### src/rtl/hazard_track.sv
// Hazard tracking for a predicated in-order pipeline: carries destination/write/predicate
// fields through EX, MEM and WB, drives PC/IF-ID enables, and counts stall and flush events.
module hazard_track (
    input  logic        clk,
    input  logic        rst,
    input  logic [4:0]  Rd_ID,
    input  logic        RegWrite_ID,
    input  logic        MemRead_ID,
    input  logic        RPzero_ID,
    input  logic        Valid_ID,
    input  logic        Stall,
    input  logic        Flush,
    output logic [4:0]  Rd_EX,
    output logic [4:0]  Rd_MEM,
    output logic [4:0]  Rd_WB,
    output logic        RegWrite_EX,
    output logic        RegWrite_MEM,
    output logic        RegWrite_WB,
    output logic        RPzero_EX,
    output logic        RPzero_MEM,
    output logic        RPzero_WB,
    output logic        MemRead_EX,
    output logic        PC_Write,
    output logic        IFID_Write,
    output logic        IFID_Flush,
    output logic [15:0] Stall_Count,
    output logic [15:0] Flush_Count,
    output logic        Stall_Err
);

    logic        stall_eff_s;
    logic        bubble_s;
    logic        flush_s;

    logic [4:0]  rd_ex_r,  rd_mem_r,  rd_wb_r;
    logic        rw_ex_r,  rw_mem_r,  rw_wb_r;
    logic        rp_ex_r,  rp_mem_r,  rp_wb_r;
    logic        mr_ex_r,  mr_mem_r;
    logic [15:0] stall_count_r;
    logic [15:0] flush_count_r;
    logic        stall_err_r;
    logic        stall_hist_r;

    // Qualify stall/flush requests; everything is masked while reset is held
    always_comb begin
        stall_eff_s = 1'b0;
        flush_s     = 1'b0;
        bubble_s    = 1'b1;
        if (rst) begin
            stall_eff_s = 1'b0;
            flush_s     = 1'b0;
            bubble_s    = 1'b1;
        end else begin
            stall_eff_s = Stall & ~Flush;
            flush_s     = Flush;
            bubble_s    = (Stall & ~Flush) | Flush | ~Valid_ID;
        end
    end

    // Tracked-field pipeline; downstream stages always advance, even under a stall
    always_ff @(posedge clk) begin
        if (rst) begin
            rd_ex_r  <= 5'd0;  rd_mem_r <= 5'd0;  rd_wb_r <= 5'd0;
            rw_ex_r  <= 1'b0;  rw_mem_r <= 1'b0;  rw_wb_r <= 1'b0;
            rp_ex_r  <= 1'b0;  rp_mem_r <= 1'b0;  rp_wb_r <= 1'b0;
            mr_ex_r  <= 1'b0;  mr_mem_r <= 1'b0;
        end else begin
            rd_wb_r  <= rd_mem_r;
            rw_wb_r  <= rw_mem_r;
            rp_wb_r  <= rp_mem_r;
            rd_mem_r <= rd_ex_r;
            rw_mem_r <= rw_ex_r;
            rp_mem_r <= rp_ex_r;
            mr_mem_r <= mr_ex_r;
            if (bubble_s) begin
                rd_ex_r <= 5'd0;
                rw_ex_r <= 1'b0;
                mr_ex_r <= 1'b0;
                rp_ex_r <= 1'b0;
            end else begin
                // Killed instructions (RPzero_ID=0) keep their Rd so forwarding can see them
                rd_ex_r <= Rd_ID;
                rw_ex_r <= RegWrite_ID;
                mr_ex_r <= MemRead_ID;
                rp_ex_r <= RPzero_ID;
            end
        end
    end

    // Saturating event counters
    always_ff @(posedge clk) begin
        if (rst) begin
            stall_count_r <= 16'd0;
            flush_count_r <= 16'd0;
        end else begin
            if (stall_eff_s && (stall_count_r != 16'hFFFF)) begin
                stall_count_r <= stall_count_r + 16'd1;
            end
            if (flush_s && (flush_count_r != 16'hFFFF)) begin
                flush_count_r <= flush_count_r + 16'd1;
            end
        end
    end

    // A legal load-use stall lasts one cycle; back-to-back stalls latch a sticky error
    always_ff @(posedge clk) begin
        if (rst) begin
            stall_hist_r <= 1'b0;
            stall_err_r  <= 1'b0;
        end else begin
            stall_hist_r <= stall_eff_s;
            if (stall_eff_s && stall_hist_r) begin
                stall_err_r <= 1'b1;
            end
        end
    end

    assign PC_Write     = ~rst & ~stall_eff_s;
    assign IFID_Write   = ~rst & ~stall_eff_s;
    assign IFID_Flush   = flush_s;

    assign Rd_EX        = rd_ex_r;
    assign Rd_MEM       = rd_mem_r;
    assign Rd_WB        = rd_wb_r;
    assign RegWrite_EX  = rw_ex_r;
    assign RegWrite_MEM = rw_mem_r;
    assign RegWrite_WB  = rw_wb_r;
    assign RPzero_EX    = rp_ex_r;
    assign RPzero_MEM   = rp_mem_r;
    assign RPzero_WB    = rp_wb_r;
    assign MemRead_EX   = mr_ex_r;
    assign Stall_Count  = stall_count_r;
    assign Flush_Count  = flush_count_r;
    assign Stall_Err    = stall_err_r;

endmodule

### config.mk
export PLATFORM = sky130hd
export DESIGN_NAME = hazard_track
export DESIGN_NICKNAME = d
export VERILOG_FILES = /design/src/rtl/hazard_track.sv
export SDC_FILE = /design/constraint.sdc
export NUM_CORES = 1
export LEC_CHECK = 0
export CORE_MARGIN = 1.5
export CORE_UTILIZATION = 46
export DETAILED_ROUTE_END_ITERATION = 10
export GPL_TIMING_DRIVEN = 0
export PLACE_DENSITY_LB_ADDON = 0.05
export REMOVE_ABC_BUFFERS = 1
export SYNTH_ARGS = -nofsm -noshare
export SYNTH_HDL_FRONTEND = slang
export SYNTH_SLANG_ARGS = --single-unit
### constraint.sdc
create_clock -name clk -period 3.5 [get_ports clk]
set_input_delay 1.05 -clock clk [delete_from_list [all_inputs] [get_ports clk]]
set_output_delay 1.05 -clock clk [all_outputs]
set_load 0.01 [all_outputs]
==> summary.txt <==
Run status
  • Outcome: finished clean

Clock tree
  • Clock slew at reported path FFs: 0.09 ns
  • CTS sink count: 56
  • Clock Tree Buf Depth: 2
  • Post-CTS setup buffer count: 0
  • Worst-Skew Late Latency: 0.30 ns
  • H-tree levels: 2
  • CTS root buffer: clkbuf_8
  • TritonCTS clock tree: done
  • TritonCTS Buffers: 5
  • CTS Hold Bufs: 0
  • # resized after CTS: 2

Route
  • Overall via count from detail_route: 2129
  • Residual DRC count: 0
  • Max Used Layer: met4
  • Vias/cell: roughly 5.5
  • DRT Pass-1 Iters: 4
  • DRT iter0 DRCs: approximately 120
  • Routed Antenna Nets: 0
  • DR WL met2: 2290 µm
  • Per-cell routed wire length: 13.3 µm
  • Drt total wl: 5200 µm
  • Met3 wire length: 441 µm
  • WL met1: 2420 µm

Synth
  • Synthesized area per cell: around 9.4 µm²
  • Post-synth EDFFs: 0
  • Yosys cell types: 46
  • Top cell type's share of synthesized area: 0.475
  • Synthesized area: 2360 µm²
  • Post-synth ARST share: 0
  • Area leader, netlist: dfxtp_1
  • Syn. warnings: 0
  • Largest cells by area after synthesis: dfxtp_1, nor2b_1, a21oi_1
  • Predominant post-synthesis flop cell: dfxtp_1
  • Cells after synthesis: roughly 250
  • Seq/Total Area, Yosys: 0.475
  • Yosys reg bits: 56

Setup path
  • Crit path max fanout: 3
  • Setup crit start kind: input pin
  • Critical Path End Type: output port
  • Reg2Reg Launch Point: Flush_Count[1]$_SDFFE_PP0P_
  • Setup CP Type: input pin to output port
  • Crit path to: PC_Write
  • CP Data Required Time: 2.45 ns
  • R2R Setup Slk: 1.23 ns
  • Crit path from: Stall
  • Reg2Reg Depth: 5
  • Crit path DAT: 2.39 ns
  • Crit Reg-Reg Endpoint: Flush_Count[13]$_SDFFE_PP0P_

Floorplanning
  • Initial Utilization: 0.487
  • Cell Rows: 25
  • Core box area: 4850 µm²
  • Die Wd: 74.6 µm
  • Io pins: 71
  • Die height: 74.6 µm
  • DIE AREA: 5570 µm²

Pwr
  • Power Internal: 0.888 mW
  • Leak pwr: between 1 and 1.5 nW
  • Worst vdd ir: between 200 and 300 µV
  • Switch share: 0.212
  • Comb power frac: 0.055
  • Pwr/cell area: 349 nW/µm²
  • Seq pwr share: 0.576
  • Clk network pwr share: 0.369
  • Psw: around 0.24 mW

STA
  • Final Max Slew Viols: 0
  • Final period util: 0.982
  • Final setup skew: between 0.004 and 0.005 ns
  • Peak Freq: 291 MHz
  • RSZ-0062 raised after global routing: no
  • Final hold vios: 0
  • Final setup viols: 0
  • Post-Route Setup TNS: 0 ns
  • Tmin final: 3.44 ns
  • Worst Tran Pin Value: 1.05 ns
  • PnR worst setup slack: 0.0616 ns
  • Slew headroom: 0.292

GRT
  • Initial antenna violation count: 0
  • Global-route wire length before repair: 8560 µm
  • Total track usage: 0.197
  • Vias in the first global route: 1896
  • Largest net degree at the start of global routing: 50
  • Overflow after GRT: 0

Placement
  • Post-DP HPWL: 3600 µm
  • Post-place setup slack: -0.301 ns
  • Gpl congestion: 0.773
  • Number of port buffers: 70

Run
  • Maxcap violations: 0

Hold path
  • HP Class: register to register

Finish
  • Most frequent cells in the layout: clkdlybuf4s50_1, dfxtp_1, a21oi_1
  • Number of nets in the layout: approximately 340
  • Most common cell after layout, fill and taps aside: clkdlybuf4s50_1
  • Antenna diodes: 0
  • Layout area overhead: 36.6%
  • Layout cells sized above 1: 0.0712
==> worst min-delay path by stage <==
stage	startpoint	end	cells past startpoint	slack (ns)
detailed placement	RPzero_MEM$_SDFF_PP0_	RPzero_WB$_SDFF_PP0_	1	0.45
finish	RegWrite_MEM$_SDFF_PP0_	RegWrite_WB$_SDFF_PP0_	1	0.47
CTS	RPzero_MEM$_SDFF_PP0_	RPzero_WB$_SDFF_PP0_	1	0.47
global route	Rd_EX[0]$_SDFF_PP0_	Rd_MEM[0]$_SDFF_PP0_	1	0.48
floorplan	stall_hist_r$_SDFF_PP0_	Stall_Err$_SDFFE_PP0P_	2	0.43
global placement	stall_hist_r$_SDFF_PP0_	Stall_Err$_SDFFE_PP0P_	2	0.44
==> state kept, by name, indices dropped and copies added, names as in the netlist <==
signal / flops
RegWrite_WB: 1
MemRead_EX: 1
RPzero_WB: 1
Flush_Count: 16
RPzero_EX: 1
stall_hist_r: 1
Rd_MEM: 5
RegWrite_EX: 1
Stall_Count: 16
RPzero_MEM: 1
RegWrite_MEM: 1
Stall_Err: 1
Rd_EX: 5
Rd_WB: 5
==> per-stage QoR <==
stage                     cell area, µm²   util  hold slack [ns]  cells  power, mW
final                               3220  0.665            0.468    390       1.13
after detailed placement            3110  0.641            0.449    382      0.726
after floorplan                     2330      -            0.433    245      0.684
after global routing                3220  0.665            0.481    390       1.16
after global placement              3110  0.642            0.442    382      0.727
after CTS                           3220  0.664            0.470    390       1.14
==> Yosys cell counts, drive strengths merged (3+ instances only) <==
cell type,n
dfxtp,56
a21oi,21
nor2b,18
nand2,14
nand4,14
nor2,13
nand3,12
o21ai,11
or3,11
and2,8
o31ai,7
or4,7
inv,6
nor3,6
nor4,6
and4,5
mux2,5
buf,4
mux2i,4
and3,3
clkbuf,3
==> layer usage <==
| metal | GRT usage | vias up |
|---|---|---|
| li1 | - | 1066 |
| met2 | 0.300 | 62 |
| met1 | 0.256 | 997 |
| met5 | 0 | - |
| met4 | 0.0505 | 0 |
| met3 | 0.0884 | 4 |
==> power by group through the flow <==
stage	Sequential (mW)	Clock (mW)	Combinational, mW
after floorplan	0.665	0	0.0189
after global placement	0.663	0	0.0633
after detailed placement	0.663	0	0.0631
after CTS	0.649	0.427	0.0630
after global routing	0.650	0.445	0.0679
final	0.649	0.415	0.0623
==> critical path, stage by stage <==
cell,delay (ns)
clkdlybuf4s50_1,0.45
and2b_2,0.23
nor2_1,0.12
clkdlybuf4s50_1,0.55
==> cell type report <==
class                           instances  area, µm²
Fill cell                             426       1620
Multi-Input combinational cell        181       1170
Sequential cell                        56       1120
Timing Repair Buffer                   70        703
Tap cell                               67       83.8
Clock buffer                            6       72.6
Inverter                                8       42.5
Clock inverter                          2       35.0
==> cell families after synthesis <==
kind of cell | count (synthesis) | synth area share
AOI/OAI and AO/OA | 45 | 0.113
xor gates and xnor gates | 1 | 0.00371
adders and majority gates | 2 | 0.0106
buffers and inverters | 15 | 0.0313
DFF | 56 | 0.475
muxes | 9 | 0.0408
and+or+nand+nor | 124 | 0.325
(Power assumes the default switching activity.)
